**src/rtl/sm83_pkg.sv**
```systemverilog
// Shared types and constants for the sm83 memory-side blocks: OAM DMA
// sequencer states, CPU read-data source select and address-map constants.
package sm83_pkg;

  typedef enum logic [1:0] {
    DMA_IDLE,
    DMA_START,
    DMA_READ,
    DMA_WRITE
  } dma_state_t;

  typedef enum logic [1:0] {
    RD_MEM,
    RD_DMAREG,
    RD_BLOCKED
  } cpu_rd_sel_t;

  localparam logic [15:0] HRAM_IO_BASE = 16'hFF00;
  localparam logic [7:0]  ECHO_PAGE    = 8'hE0;

  // Pages E0-FF alias down to C0-DF (echo RAM) for the DMA source.
  function automatic logic [7:0] dma_src_page(input logic [7:0] page);
    return (page >= ECHO_PAGE) ? page - 8'h20 : page;
  endfunction

endpackage

```
**src/rtl/dma_engine.sv**
```systemverilog
// OAM DMA sequencer: start delay, alternating source read / OAM write,
// byte index and the capture register that holds a read byte across stalls.
module dma_engine
  import sm83_pkg::*;
#(
  parameter logic [15:0] OAM_BASE    = 16'hFE00,
  parameter int          DMA_LEN     = 160,
  parameter int          START_DELAY = 1
) (
  input  logic        clk,
  input  logic        rst,
  input  logic        start,
  input  logic [7:0]  src_page,
  input  logic        stall,
  input  logic [7:0]  mem_rdata,
  output logic        active,
  output logic        eng_re,
  output logic        eng_we,
  output logic [15:0] eng_addr,
  output logic [7:0]  eng_wdata
);

  localparam logic [7:0] LAST_IDX   = 8'(DMA_LEN - 1);
  localparam logic [7:0] DELAY_INIT = 8'(START_DELAY - 1);

  dma_state_t state_q, state_d;
  logic [7:0] idx_q, idx_d;
  logic [7:0] cnt_q, cnt_d;
  logic       fresh_q, fresh_d;
  logic [7:0] src_q, src_d;
  logic [7:0] byte_q, byte_d;

  always_comb begin
    state_d   = state_q;
    idx_d     = idx_q;
    cnt_d     = cnt_q;
    fresh_d   = fresh_q;
    src_d     = src_q;
    byte_d    = byte_q;
    eng_re    = 1'b0;
    eng_we    = 1'b0;
    eng_addr  = '0;
    eng_wdata = '0;

    case (state_q)
      DMA_START: begin
        if (cnt_q == 8'd0) state_d = DMA_READ;
        else               cnt_d   = cnt_q - 8'd1;
      end
      DMA_READ: begin
        eng_re   = 1'b1;
        eng_addr = {src_q, idx_q};
        if (!stall) begin
          state_d = DMA_WRITE;
          fresh_d = 1'b1;
        end
      end
      DMA_WRITE: begin
        // The bus returns the read byte only in the first WRITE cycle; a
        // stalled retry must use the copy captured at the end of that cycle.
        eng_we    = 1'b1;
        eng_addr  = 16'(OAM_BASE + {8'h00, idx_q});
        eng_wdata = fresh_q ? mem_rdata : byte_q;
        if (fresh_q) byte_d = mem_rdata;
        fresh_d = 1'b0;
        if (!stall) begin
          if (idx_q == LAST_IDX) begin
            state_d = DMA_IDLE;
            idx_d   = 8'd0;
          end else begin
            state_d = DMA_READ;
            idx_d   = idx_q + 8'd1;
          end
        end
      end
      default: ;
    endcase

    // A register write restarts from any state, discarding a pending byte.
    if (start) begin
      state_d = DMA_START;
      idx_d   = 8'd0;
      cnt_d   = DELAY_INIT;
      fresh_d = 1'b0;
      src_d   = src_page;
    end
  end

  always_ff @(posedge clk) begin
    if (rst) begin
      state_q <= DMA_IDLE;
      idx_q   <= 8'd0;
      cnt_q   <= 8'd0;
      fresh_q <= 1'b0;
    end else begin
      state_q <= state_d;
      idx_q   <= idx_d;
      cnt_q   <= cnt_d;
      fresh_q <= fresh_d;
    end
  end

  always_ff @(posedge clk) begin
    src_q  <= src_d;
    byte_q <= byte_d;
  end

  assign active = (state_q != DMA_IDLE);

endmodule

```
**src/rtl/oam_dma_arbiter.sv**
```systemverilog
// Shared-bus owner between the CPU and OAM DMA: DMA page register, address
// decode, per-cycle bus arbitration and registered CPU read-data select.
module oam_dma_arbiter
  import sm83_pkg::*;
#(
  parameter logic [15:0] DMA_REG_ADDR = 16'hFF46,
  parameter logic [15:0] OAM_BASE     = 16'hFE00,
  parameter int          DMA_LEN      = 160,
  parameter int          START_DELAY  = 1
) (
  input  logic        clk,
  input  logic        rst,
  input  logic [15:0] cpu_addr,
  input  logic [7:0]  cpu_wdata,
  input  logic        cpu_re,
  input  logic        cpu_we,
  output logic [7:0]  cpu_rdata,
  output logic [15:0] mem_addr,
  output logic [7:0]  mem_wdata,
  output logic        mem_re,
  output logic        mem_we,
  input  logic [7:0]  mem_rdata,
  output logic        dma_active,
  output logic [7:0]  dma_page
);

  logic [7:0]  dma_page_q, dma_page_d;
  cpu_rd_sel_t rd_sel_q, rd_sel_d;

  logic        reg_hit, hram_hit, cpu_acc;
  logic        eng_start, eng_stall, eng_active, eng_re, eng_we;
  logic [15:0] eng_addr;
  logic [7:0]  eng_wdata;

  assign reg_hit   = (cpu_addr == DMA_REG_ADDR);
  assign hram_hit  = (cpu_addr >= HRAM_IO_BASE);
  assign cpu_acc   = cpu_re | cpu_we;
  assign eng_start = cpu_we & reg_hit;

  dma_engine #(
    .OAM_BASE   (OAM_BASE),
    .DMA_LEN    (DMA_LEN),
    .START_DELAY(START_DELAY)
  ) u_engine (
    .clk      (clk),
    .rst      (rst),
    .start    (eng_start),
    .src_page (dma_src_page(cpu_wdata)),
    .stall    (eng_stall),
    .mem_rdata(mem_rdata),
    .active   (eng_active),
    .eng_re   (eng_re),
    .eng_we   (eng_we),
    .eng_addr (eng_addr),
    .eng_wdata(eng_wdata)
  );

  always_comb begin
    mem_addr   = '0;
    mem_wdata  = '0;
    mem_re     = 1'b0;
    mem_we     = 1'b0;
    eng_stall  = 1'b0;
    dma_page_d = dma_page_q;
    rd_sel_d   = rd_sel_q;

    if (eng_start) dma_page_d = cpu_wdata;

    if (cpu_re) begin
      if (reg_hit)                       rd_sel_d = RD_DMAREG;
      else if (eng_active && !hram_hit)  rd_sel_d = RD_BLOCKED;
      else                               rd_sel_d = RD_MEM;
    end

    // HRAM/IO traffic takes the bus during a copy; the engine freezes for it.
    if (!eng_active) begin
      if (!reg_hit) begin
        mem_addr  = cpu_addr;
        mem_wdata = cpu_wdata;
        mem_re    = cpu_re;
        mem_we    = cpu_we;
      end
    end else if (cpu_acc && hram_hit && !reg_hit) begin
      mem_addr  = cpu_addr;
      mem_wdata = cpu_wdata;
      mem_re    = cpu_re;
      mem_we    = cpu_we;
      eng_stall = 1'b1;
    end else begin
      mem_addr  = eng_addr;
      mem_wdata = eng_wdata;
      mem_re    = eng_re;
      mem_we    = eng_we;
    end
  end

  always_comb begin
    case (rd_sel_q)
      RD_MEM:    cpu_rdata = mem_rdata;
      RD_DMAREG: cpu_rdata = dma_page_q;
      default:   cpu_rdata = 8'hFF;
    endcase
  end

  always_ff @(posedge clk) begin
    if (rst) begin
      dma_page_q <= 8'hFF;
      rd_sel_q   <= RD_BLOCKED;
    end else begin
      dma_page_q <= dma_page_d;
      rd_sel_q   <= rd_sel_d;
    end
  end

  assign dma_active = eng_active;
  assign dma_page   = dma_page_q;

endmodule

```
**config.mk**
```make
export PLATFORM = sky130hd
export DESIGN_NAME = oam_dma_arbiter
export DESIGN_NICKNAME = d
export VERILOG_FILES = /design/src/rtl/sm83_pkg.sv /design/src/rtl/dma_engine.sv /design/src/rtl/oam_dma_arbiter.sv
export SDC_FILE = /design/constraint.sdc
export NUM_CORES = 1
export LEC_CHECK = 0
export BUFFER_PORTS_ARGS = -buffer_cell sky130_fd_sc_hd__buf_2
export CORE_MARGIN = 5
export CORE_UTILIZATION = 25
export CTS_CLUSTER_SIZE = 12
export DETAILED_ROUTE_END_ITERATION = 16
export GPL_TIMING_DRIVEN = 0
export PLACE_DENSITY_LB_ADDON = 0.05
export SLEW_MARGIN = 20
export SYNTH_ARGS = -nofsm -noshare
export SYNTH_HDL_FRONTEND = slang
export SYNTH_SLANG_ARGS = --single-unit
export TNS_END_PERCENT = 5
```
**constraint.sdc**
```tcl
create_clock -name clk -period 3.6 [get_ports clk]
set_clock_uncertainty 0.05 [all_clocks]
set_input_delay 0.18 -clock clk [delete_from_list [all_inputs] [get_ports clk]]
set_output_delay 0.18 -clock clk [all_outputs]
set_load 0.05 [all_outputs]
```
Word level (Yosys, flattened, before mapping)
Cells that the tools add are included.
{"block": "totals", "word_cells": 80, "regBits": 45, "out_inout_bits": 43, "inputBits": 36}
{"block": "op_classes", "n_lt_le_gt_ge": 2, "add_sub_neg": 4, "muxes": 32, "n_eq_ne": 12, "n_bitwise": 4, "reduce_logical": 17}
{"cell": "$mux W8", "count": 7}
{"cell": "$mux W16", "count": 3}
{"cell": "$pmux W16 S2", "count": 1}
{"cell": "$eq A16 B16 Y1 const B", "count": 1}
{"cell": "$ge A16 B16 Y1 const B", "count": 1}
{"cell": "$pmux W8 S2", "count": 1}
{"cell": "$mux W1", "count": 12}
{"cell": "$mux W2", "count": 6}
{"cell": "$add A10 B9 Y11 const A", "count": 1}
{"cell": "$add A8 B1 Y8 const B", "count": 1}
{"cell": "$eq A8 B8 Y1 const B", "count": 1}
{"cell": "$ge A8 B8 Y1 const B", "count": 1}
{"cell": "$logic_not A8 Y1", "count": 1}
{"cell": "$reduce_and A4 Y1", "count": 2}
{"cell": "$sub A8 B1 Y8 const B", "count": 1}
{"cell": "$sub A8 B6 Y8 const B", "count": 1}
{"cell": "$ne A3 B3 Y1 const B", "count": 2}
{"cell": "$pmux W2 S3", "count": 1}
{"cell": "$reduce_and A2 Y1", "count": 3}
{"cell": "$eq A2 B1 Y1 const B", "count": 2}
{"cell": "$eq A2 B2 Y1 const B", "count": 2}
{"cell": "$ne A2 B2 Y1 const B", "count": 2}
{"cell": "$reduce_bool A2 Y1", "count": 2}
{"cell": "$reduce_bool A4 Y1", "count": 1}
{"cell": "other kinds (11)", "count": 15}

Longest topological paths before layout
Gate-level depths: netlist of run 1.
{"block": "depth", "ltp_word": 8, "mapped_depth": 7, "mapped_depth_nobuf": 7}

Hierarchy
Synthesis of run 1 repeated with hierarchy kept, for this count alone.
{"block": "unflattened", "hier_cells": 301, "hier_area_um2": 2792.7}
{"module": "dma_engine", "area_per_inst_um2": 1721.7, "seq_area_each_um2": 860.8, "cells_per_inst": 171, "instances": 1}
{"module": "oam_dma_arbiter", "area_per_inst_um2": 1071.0, "seq_area_each_um2": 200.2, "cells_per_inst": 130, "instances": 1}

Worst setup path after synthesis of run 1
OpenSTA, ideal clock, no wires.
{"block": "synth_path", "kind": "in2out", "startpoint": "input cpu_addr[15]", "endpoint": "output mem_addr[10]", "stages": 7, "arrival_ps": 2217, "required_ps": 3370, "setup_slack_ps": 1153, "path_buffers": 2, "path_cell_list": "nand4_1 > a211oi_2 > and2_1 > buf_6 > buf_6 > nor2_2 > nor3_1"}
{"block": "synth_between", "elab_chain_cells": 5, "elab_cells_between_ends": 8, "cone_classes": "order compare: 1; eq/ne: 1; mux: 3; reduce/logical: 3"}
{"item": "from (decl)", "line_no": "oam_dma_arbiter.sv:13", "rtl": "input logic [15:0] cpu_addr,"}
{"item": "$ge A16 B16 Y1 or $eq A16 B16 Y1 (tied branches)", "line_no": "oam_dma_arbiter.sv:36, oam_dma_arbiter.sv:35"}
{"item": "$logic_and A1 B1 Y1 or $logic_not A1 Y1 (tied branches)", "line_no": "oam_dma_arbiter.sv:83", "rtl": "end else if (cpu_acc && hram_hit && !reg_hit) begin"}
{"item": "$logic_and A1 B1 Y1", "line_no": "oam_dma_arbiter.sv:83"}
{"item": "$mux W16", "line_no": "oam_dma_arbiter.sv:83"}
{"item": "$mux W16 *", "line_no": "oam_dma_arbiter.sv:76", "rtl": "if (!eng_active) begin"}
{"item": "to (decl)", "line_no": "oam_dma_arbiter.sv:18", "rtl": "output logic [15:0] mem_addr,"}
Every way passes the cells marked *; elsewhere a longest branch is shown, timed or not.

Worst setup path in the final report of run 1
{"block": "layout_path", "startpoint": "register u_engine.state_q[1]", "endpoint": "output mem_wdata[3]"}
{"block": "layout_between", "elab_chain_cells": 4, "elab_cells_between_ends": 5, "cone_classes": "eq/ne: 1; mux: 3; reduce/logical: 1"}
{"item": "from (decl)", "line_no": "dma_engine.sv:26", "rtl": "dma_state_t state_q, state_d;"}
{"item": "from (signal assigned)", "line_no": "dma_engine.sv:96", "rtl": "state_q <= state_d;"}
{"item": "$eq A2 B2 Y1", "line_no": "dma_engine.sv:45", "rtl": "case (state_q)"}
{"item": "$mux W8", "line_no": "dma_engine.sv:45"}
{"item": "$mux W8", "line_no": "oam_dma_arbiter.sv:83"}
{"item": "$mux W8 *", "line_no": "oam_dma_arbiter.sv:76"}
{"item": "to (decl)", "line_no": "oam_dma_arbiter.sv:19", "rtl": "output logic [7:0] mem_wdata,"}
Marks and branches as above.

==> results of run 1 <==
[state kept, by name, indices dropped and copies added, names as in the netlist]
register and flops:
dma_page 8, u_engine.byte_q 8, u_engine.cnt_q 8, u_engine.idx_q 8, u_engine.src_q 8, rd_sel_q 2, u_engine.state_q 2, u_engine.fresh_q 1
[cells by family (layout without fill, tap and decap cells)]
kind of cell	Yosys count	after routing	share of synthesized area, %
adders and majority gates	4	4	1.91
AOI/OAI and AO/OA	87	87	24.7
xor gates and xnor gates	7	7	2.34
DFF	45	45	40.5
buffers and inverters	25	111	4.78
muxes	12	12	4.97
and+or+nand+nor	97	97	20.7
[power by group]
group / switching (W) / internal [W] / leakage (nW)
Combinational: 0.000128 / 0.0000507 / 0.797
Sequential: 0.000000160 / 0.000524 / 0.377
Clock: 0.000189 / 0.000276 / 0.0681
Total: 0.000317 / 0.000851 / 1.24
[worst min path at each step]
stage / from / to / slack [ps] / cells after the start
after floorplan: rst / dma_page[0] / 220 / 1
after global placement: rst / dma_page[0] / 340 / 2
after detailed placement: rst / dma_page[0] / 350 / 2
after CTS: rst / dma_page[0] / 30 / 2
after global routing: rst / dma_page[0] / 40 / 2
final: rst / dma_page[0] / 40 / 2
[per-stage QoR]
step | worst slack (ps) | total power [W] | utilization, %
after floorplan | 1150 | 0.000651 | -
after global placement | 1140 | 0.000716 | 30.9
after detailed placement | 1140 | 0.000716 | 30.9
after CTS | 789 | 0.00118 | 32.2
after global routing | 600 | 0.00122 | 32.2
final | 777 | 0.00117 | 32.2
[cells in the mapped netlist (3+ instances only)]
cell type / number / area share [%]
nand2_1: 12 / 1.7
a22o_1: 22 / 7.4
dfxtp_1: 29 / 22
or3_1: 3 / 0.72
nor3_1: 18 / 3.4
o21ai_0: 9 / 1.7
inv_1: 9 / 1.3
nand4_1: 4 / 0.96
a211o_1: 17 / 5.7
a21oi_1: 20 / 3.8
buf_4: 4 / 1.1
o2bb2ai_1: 3 / 1.0
mux2i_1: 4 / 1.5
nor2_1: 21 / 3.0
ha_1: 4 / 1.9
xor2_1: 3 / 1.0
nand3_1: 7 / 1.3
xnor2_1: 4 / 1.3
o31ai_1: 3 / 0.86
clkbuf_1: 6 / 0.86
mux2_2: 8 / 3.4
nor2b_1: 16 / 3.8
edfxtp_1: 16 / 18
[routing by layer]
| metal | share of wire, % | wire length, microns | track usage (%) |
|---|---|---|---|
| met1 | 51 | 4530 | 20.6 |
| met2 | 42 | 3740 | 21.1 |
| met3 | 5.6 | 493 | 3.02 |
| met4 | 0.74 | 65 | 2.88 |
| met5 | 0 | 0 | 0 |
[critical path, stage by stage (launching register included)]
cell and delay [ps]:
dfxtp_1 310, clkbuf_1 240, clkinv_1 320, a21oi_1 560, buf_4 310, a22o_1 140
a22o_1 140, buf_2 270
[final cells by class]
| class | instances | area (sq um) |
|---|---|---|
| sequential | 45 | 1060 |
| inverter | 11 | 41.3 |
| timing repair buffer | 78 | 390 |
| clock buffer | 5 | 68.8 |
| tap | 136 | 170 |
| buffer | 14 | 83.8 |
| fill | 1137 | 6960 |
| clock inverter | 3 | 65.1 |
| multi-input combinational | 207 | 1430 |
==> flow_summary.json, run 1 <==
{
  "status": "finished clean",
  "vias_per_cell": 4.91,
  "drt_iter0_markers": 65,
  "antenna_found_initial": 0,
  "gr-total-overflow": 0,
  "tns_ps": 0,
  "crit_start": "u_engine.state_q[1]",
  "stdcell_count": 499,
  "cts-resized-gates": 0,
  "layout_common_cells": "buf_2, dfxtp_1, a22o_1",
  "p_leak_nw": 1.24,
  "cts_tree": "yes",
  "dpl_cell_area_sq_um": 3180,
  "start_util_pct": 25.5,
  "grt_max_degree": 18,
  "rows": 37,
  "min_period_ps": 2820,
  "diodes": 0,
  "cp_max_fo": 10,
  "relSlewSlack_pct": 50.6,
  "path_class": "reg -> out",
  "power_density_nw_per_um2": 353,
  "drv_slew": 0,
  "htree_levels": 2,
  "die_area_sq_um": 12600,
  "final_nets": 402,
  "area_growth_pct": 26.5,
  "worstSetupEndpointType": "output port",
  "rsz0062_at_grt": "false",
  "numCtsBuffers": 5,
  "io_pins": 79,
  "worst_slew_pin_slew_ps": 742,
  "reg2regPathDepth": 6,
  "routed-via-count": 2448,
  "mappedNetlistNets": 317,
  "synth_cell_types": 51,
  "drc": 0,
  "drtPass1Iterations": 4,
  "fin_area_sq_um": 3310,
  "coreArea_sq_um": 10300,
  "r2r_start": "u_engine.state_q[1]",
  "die_x_microns": 112,
  "die_y_microns": 112,
  "synth.avg_cell_area_sq_um": 9.45,
  "clk_pin_slew_ps": 90,
  "worst_setup_path_start_kind": "register",
  "root_buffer": "clkbuf_8",
  "fmax_mhz": 354,
  "final_common_cell": "buf_2",
  "r2r-end": "u_engine.fresh_q",
  "yosysSeqAreaShare_pct": 40.5,
  "dp_cells": 491,
  "dp_hpwl_microns": 6590,
  "netlist_area_sq_um": 2620,
  "finalSetupViolCount": 0,
  "io_buffers": 78,
  "hp-class": "in -> reg",
  "wire_per_inst_microns": 17.7,
  "grt_pass1_vias": 2510,
  "synth-edff-count": 16,
  "drive_gt1_share_pct": 30.9,
  "async_flop_share_pct": 0,
  "cp-endpoint": "mem_wdata[3]",
  "crit_arrival_ps": 2590,
  "postCtsSetupBuffers": 0,
  "drtAntennaViolNets": 0,
  "ys_seq_elements": 45,
  "max_cap_violations": 0,
  "grt_pass1_wl_microns": 14000,
  "gp_congestion": 0.761,
  "max-vdd-ir-drop_mv": 0.153,
  "synthFlopType": "dfxtp_1",
  "syn_inst": 277,
  "clockBufferDepth": 2,
  "drt-total-wl_microns": 8830,
  "required_ps": 3370,
  "rrSetupSlack_ps": 1550,
  "whs_ps": 35.9,
  "clock-sinks": 45,
  "track_usage_pct": 14.0,
  "post-route-period-util_pct": 78.4,
  "final_hold_viol_count": 0,
  "insertion_delay_ps": 300,
  "synth_warnings": 0,
  "ctsHoldBuffers": 0
}
Note: power is estimated with default switching activity, not from simulation.
==> inputs of run 2 (changes only) <==
==> constraint.sdc (replaced) <==
create_clock -name clk -period 2.6 [get_ports clk]
set_clock_uncertainty 0.05 [all_clocks]
set_input_delay 0.13 -clock clk [delete_from_list [all_inputs] [get_ports clk]]
set_output_delay 0.13 -clock clk [all_outputs]
set_load 0.05 [all_outputs]
==> flow_summary.json, run 2 (synthesis gave the netlist of run 1 again) <==
{
  "rows": 37,
  "fillers": 1132,
  "switchingPower_w": 0.000441,
  "clk_pin_slew_ps": 100,
  "r2r-end": "u_engine.idx_q[4]",
  "worst_slew_pin_slew_ps": 730,
  "cp_top_family": "buffers and inverters",
  "p_leak_nw": 1.27,
  "min_to": "u_engine.src_q[1]",
  "wire_per_inst_microns": 17.6,
  "htree_levels": 2,
  "pwr-share-seq_pct": 44.8,
  "path_buf_inv": 4,
  "relSlewSlack_pct": 51.4,
  "drtAntennaViolNets": 0,
  "p_sw_share_pct": 27.1,
  "crit_arrival_ps": 2200,
  "grt_pass1_vias": 2513,
  "combPwrFrac_pct": 15.5,
  "die_x_microns": 112,
  "path_cells": "clkbuf_1 > clkinvlp_4 > a21oi_4 > buf_4 > a22o_1 > a22o_1 > buf_2",
  "clockPowerShare_pct": 39.7,
  "max_cap_violations": 0,
  "antenna_found_initial": 0,
  "hp-class": "in -> reg",
  "drt_iter0_markers": 73,
  "max-vdd-ir-drop_mv": 0.212,
  "post-route-period-util_pct": 91.7,
  "final_hold_viol_count": 0,
  "reg2regPathDepth": 6,
  "dp_cells": 491,
  "min_period_ps": 2380,
  "cp_max_fo": 10,
  "worst_setup_path_start_kind": "register",
  "clockBufferDepth": 2,
  "drive_gt1_share_pct": 31.6,
  "grt_pass1_wl_microns": 14000,
  "path_class": "reg -> out",
  "worstSetupEndpointType": "output port",
  "start_util_pct": 25.5,
  "root_buffer": "clkbuf_8",
  "vias_per_cell": 4.92,
  "min_from": "cpu_wdata[1]",
  "status": "finished clean",
  "drc": 0,
  "drtPass1Iterations": 4,
  "final_common_cell": "buf_2",
  "fmax_mhz": 420,
  "io_pins": 79,
  "slowest_stage": "dfxtp_1",
  "rrSetupSlack_ps": 500,
  "drv_slew": 0,
  "final_nets": 409,
  "insertion_delay_ps": 300,
  "cpMostUsedCell": "a22o_1",
  "numCtsBuffers": 5,
  "required_ps": 2420,
  "whs_ps": 30.7,
  "finalSetupViolCount": 0,
  "tns_ps": 0,
  "gr-total-overflow": 0,
  "io_buffers": 78,
  "drt-total-wl_microns": 8890,
  "p_int_w": 0.00118,
  "cp_slowest_stage_delay_ps": 310,
  "cts_tree": "yes",
  "stdcell_count": 506,
  "rsz0062_at_grt": "false",
  "holdPathStages": 1,
  "area_growth_pct": 29.5,
  "gp_congestion": 0.761,
  "track_usage_pct": 14.0,
  "power_density_nw_per_um2": 479,
  "die_area_sq_um": 12600,
  "diodes": 0,
  "grt_max_degree": 18,
  "layout_common_cells": "buf_2, dfxtp_1, a22o_1",
  "r2r_start": "u_engine.state_q[1]",
  "routed-via-count": 2492,
  "coreArea_sq_um": 10300,
  "dp_hpwl_microns": 6590,
  "clock-sinks": 45,
  "die_y_microns": 112
}
run 2: area by class of cell:
cell class	instances	area [sq um]	area share [%]
buffer	14	83.8	2.47
clock buffer	5	68.8	2.03
clock inverter	3	65.1	1.92
inverter	11	45.0	1.33
multi-input combinational	207	1440	42.6
sequential	45	1060	31.3
tap	136	170	5.02
timing repair buffer	85	453	13.4
run 2: per-layer routing:
metal / track usage (%) / up-vias / routed length (microns) / share of wire, %
met5: 0 / - / 0 / 0
met4: 2.88 / 0 / 72 / 0.81
met3: 3.02 / 6 / 506 / 5.7
met2: 21.1 / 70 / 3800 / 43
met1: 20.7 / 1184 / 4510 / 51
li1: - / 1232 / - / -
run 2: timing repair:
| action | 4_1_cts | 5_1_grt |
|---|---|---|
| pin swaps | 0 | 0 |
| hold buffers | 1 | 3 |
| gates resized for setup | 1 | 2 |
| hold endpoints to repair | 1 | 3 |
| setup endpoints to repair | 9 | 8 |
| setup buffers | 0 | 3 |
run 2: stage by stage:
step	cell area (sq um)	worst slack (ps)	utilization, %	power (W)
4_1_cts	3330	29.5	32.4	0.00164
5_1_grt	3390	50.4	33.0	0.00169
6_report	3390	217	33.0	0.00162
3_3_place_gp	3180	195	30.9	0.000992
3_5_place_dp	3180	190	30.9	0.000992
2_1_floorplan	2620	253	-	0.000901
run 2: power groups by stage:
stage	combinational, W	clock, W	sequential [W]
after floorplan	0.000158	0	0.000743
after global placement	0.000249	0	0.000743
after global routing	0.000267	0.000700	0.000727
final	0.000252	0.000645	0.000726
after CTS	0.000251	0.000662	0.000726
after detailed placement	0.000249	0	0.000743
run 2: how the worst max path moves through the flow:
stage | start | to | cells after the start
after floorplan | cpu_addr[15] | mem_addr[10] | 7
after global placement | u_engine.state_q[1] | mem_wdata[3] | 7
after detailed placement | u_engine.state_q[1] | mem_wdata[3] | 7
after CTS | u_engine.state_q[1] | mem_wdata[3] | 7
after global routing | u_engine.state_q[1] | mem_we | 5
final | u_engine.state_q[1] | mem_wdata[3] | 7
==> inputs of run 3 (changes only) <==
--- a/config.mk
+++ b/config.mk
@@ -12,6 +12,7 @@
 export DETAILED_ROUTE_END_ITERATION = 16
 export GPL_TIMING_DRIVEN = 0
 export PLACE_DENSITY_LB_ADDON = 0.05
+export SETUP_SLACK_MARGIN = 0.5
 export SLEW_MARGIN = 20
 export SYNTH_ARGS = -nofsm -noshare
 export SYNTH_HDL_FRONTEND = slang
==> flow_summary.json, run 3 (synthesis gave the netlist of run 1 again) <==
{
  "switchingPower_w": 0.000439,
  "clockPowerShare_pct": 39.6,
  "die_x_microns": 112,
  "max_cap_violations": 0,
  "path_cells": "clkbuf_2 > clkinv_2 > a21oi_4 > buf_4 > a22o_1 > a22o_1 > buf_2",
  "insertion_delay_ps": 300,
  "drive_gt1_share_pct": 33.5,
  "clk_pin_slew_ps": 90,
  "rrSetupSlack_ps": 680,
  "p_int_w": 0.00118,
  "cp-endpoint": "mem_wdata[3]",
  "combPwrFrac_pct": 15.7,
  "whs_ps": 34.8,
  "fmax_mhz": 464,
  "min_from": "cpu_wdata[1]",
  "slowest_stage": "dfxtp_1",
  "final_hold_viol_count": 0,
  "crit_start": "u_engine.state_q[1]",
  "layout_common_cells": "buf_2, dfxtp_1, a22o_1",
  "crit_arrival_ps": 1980,
  "rows": 37,
  "min_period_ps": 2160,
  "drtAntennaViolNets": 0,
  "antenna_found_initial": 0,
  "worst_slew_pin_slew_ps": 735,
  "clock-sinks": 45,
  "gp_congestion": 0.761,
  "r2r_start": "u_engine.cnt_q[0]",
  "root_buffer": "clkbuf_8",
  "cts_tree": "yes",
  "power_density_nw_per_um2": 474,
  "area_growth_pct": 30.7,
  "cp_slowest_stage_delay_ps": 310,
  "reg2regPathDepth": 7,
  "fin_area_sq_um": 3420,
  "tns_ps": 0,
  "relSlewSlack_pct": 51.0,
  "final_nets": 409,
  "final_common_cell": "buf_2",
  "status": "finished clean",
  "clockBufferDepth": 2,
  "path_class": "reg -> out",
  "drv_slew": 0,
  "numCtsBuffers": 5,
  "io_buffers": 78,
  "power.total_w": 0.00162,
  "rsz0062_at_grt": "true",
  "required_ps": 2420,
  "grt_pass1_wl_microns": 14100,
  "worst_setup_path_start_kind": "register",
  "fillers": 1126,
  "diodes": 0,
  "die_y_microns": 112,
  "r2r-end": "u_engine.cnt_q[4]",
  "gr-total-overflow": 0,
  "p_sw_share_pct": 27.1,
  "vias_per_cell": 4.90,
  "dpl_cell_area_sq_um": 3180,
  "drc": 0,
  "holdPathStages": 1,
  "start_util_pct": 25.5,
  "cp_max_fo": 10,
  "wire_per_inst_microns": 17.5,
  "grt_pass1_vias": 2537,
  "drt-total-wl_microns": 8870,
  "htree_levels": 2,
  "dp_hpwl_microns": 6590,
  "hp-class": "in -> reg",
  "pwr-share-seq_pct": 44.8,
  "p_leak_nw": 1.29,
  "post-route-period-util_pct": 82.9,
  "coreArea_sq_um": 10300,
  "worstSetupEndpointType": "output port",
  "track_usage_pct": 14.1,
  "drtPass1Iterations": 4,
  "routed-via-count": 2478,
  "io_pins": 79,
  "grt_max_degree": 18,
  "max-vdd-ir-drop_mv": 0.212,
  "finalSetupViolCount": 0,
  "die_area_sq_um": 12600,
  "drt_iter0_markers": 84,
  "cpMostUsedCell": "a22o_1"
}
[run 3: cell count changes in the layout (fill, tap and decap cells not counted), sizes merged]
cell | previous run | this run
buf | 89 | 87
clkbuf | 11 | 13
[run 3: per-stage QoR]
| stage | instances | utilization (%) | setup slack, ps |
|---|---|---|---|
| after floorplan | 277 | - | 253 |
| after global placement | 491 | 30.9 | 195 |
| after detailed placement | 491 | 30.9 | 190 |
| after CTS | 502 | 32.9 | 400 |
| after global routing | 506 | 33.3 | 322 |
| final | 506 | 33.3 | 445 |
[run 3: worst min-delay path by stage]
| stage | to | slack, ps |
|---|---|---|
| after floorplan | dma_page[0] | 170 |
| after global placement | dma_page[0] | 290 |
| after detailed placement | dma_page[0] | 300 |
| after CTS | u_engine.src_q[2] | 2 |
| after global routing | u_engine.src_q[1] | 20 |
| final | u_engine.src_q[1] | 30 |
[run 3: final cells by class]
class / count / area, sq um / area share, %
Inverter: 11 / 46.3 / 1.35
Multi-Input combinational cell: 207 / 1460 / 42.6
Timing Repair Buffer: 85 / 460 / 13.5
Clock buffer: 5 / 68.8 / 2.01
Buffer: 14 / 92.6 / 2.70
Sequential cell: 45 / 1060 / 31.0
Tap cell: 136 / 170 / 4.97
Clock inverter: 3 / 65.1 / 1.90
[run 3: critical path, delay by kind of cell, from the launching register on]
kind | cells | cell delay [ps]
DFF | 1 | 310
buffers and inverters | 4 | 850
AOI/OAI and AO/OA | 3 | 520
[run 3: power by group through the flow]
stage               clock, W  combinational, W  sequential (W)
floorplan                  0          0.000158        0.000743
global placement           0          0.000249        0.000743
detailed placement         0          0.000249        0.000743
CTS                 0.000662          0.000253        0.000726
global route        0.000700          0.000269        0.000727
finish              0.000642          0.000255        0.000726
[run 3: per-layer routing]
metal | up-vias | global-route usage [%] | share of wire [%]
met2 | 64 | 21.7 | 43
met1 | 1182 | 20.4 | 51
li1 | 1225 | - | -
met5 | - | 0 | 0
met3 | 7 | 3.02 | 4.9
met4 | 0 | 2.88 | 0.73
[run 3: what timing repair did]
action                                 4_1_cts  5_1_grt
endpoints found under the hold margin        1        3
buffers inserted                             2        1
gates resized for setup                     11        8
setup endpoints to repair                   20       26
pin swaps                                    0        1
hold buffers                                 1        3
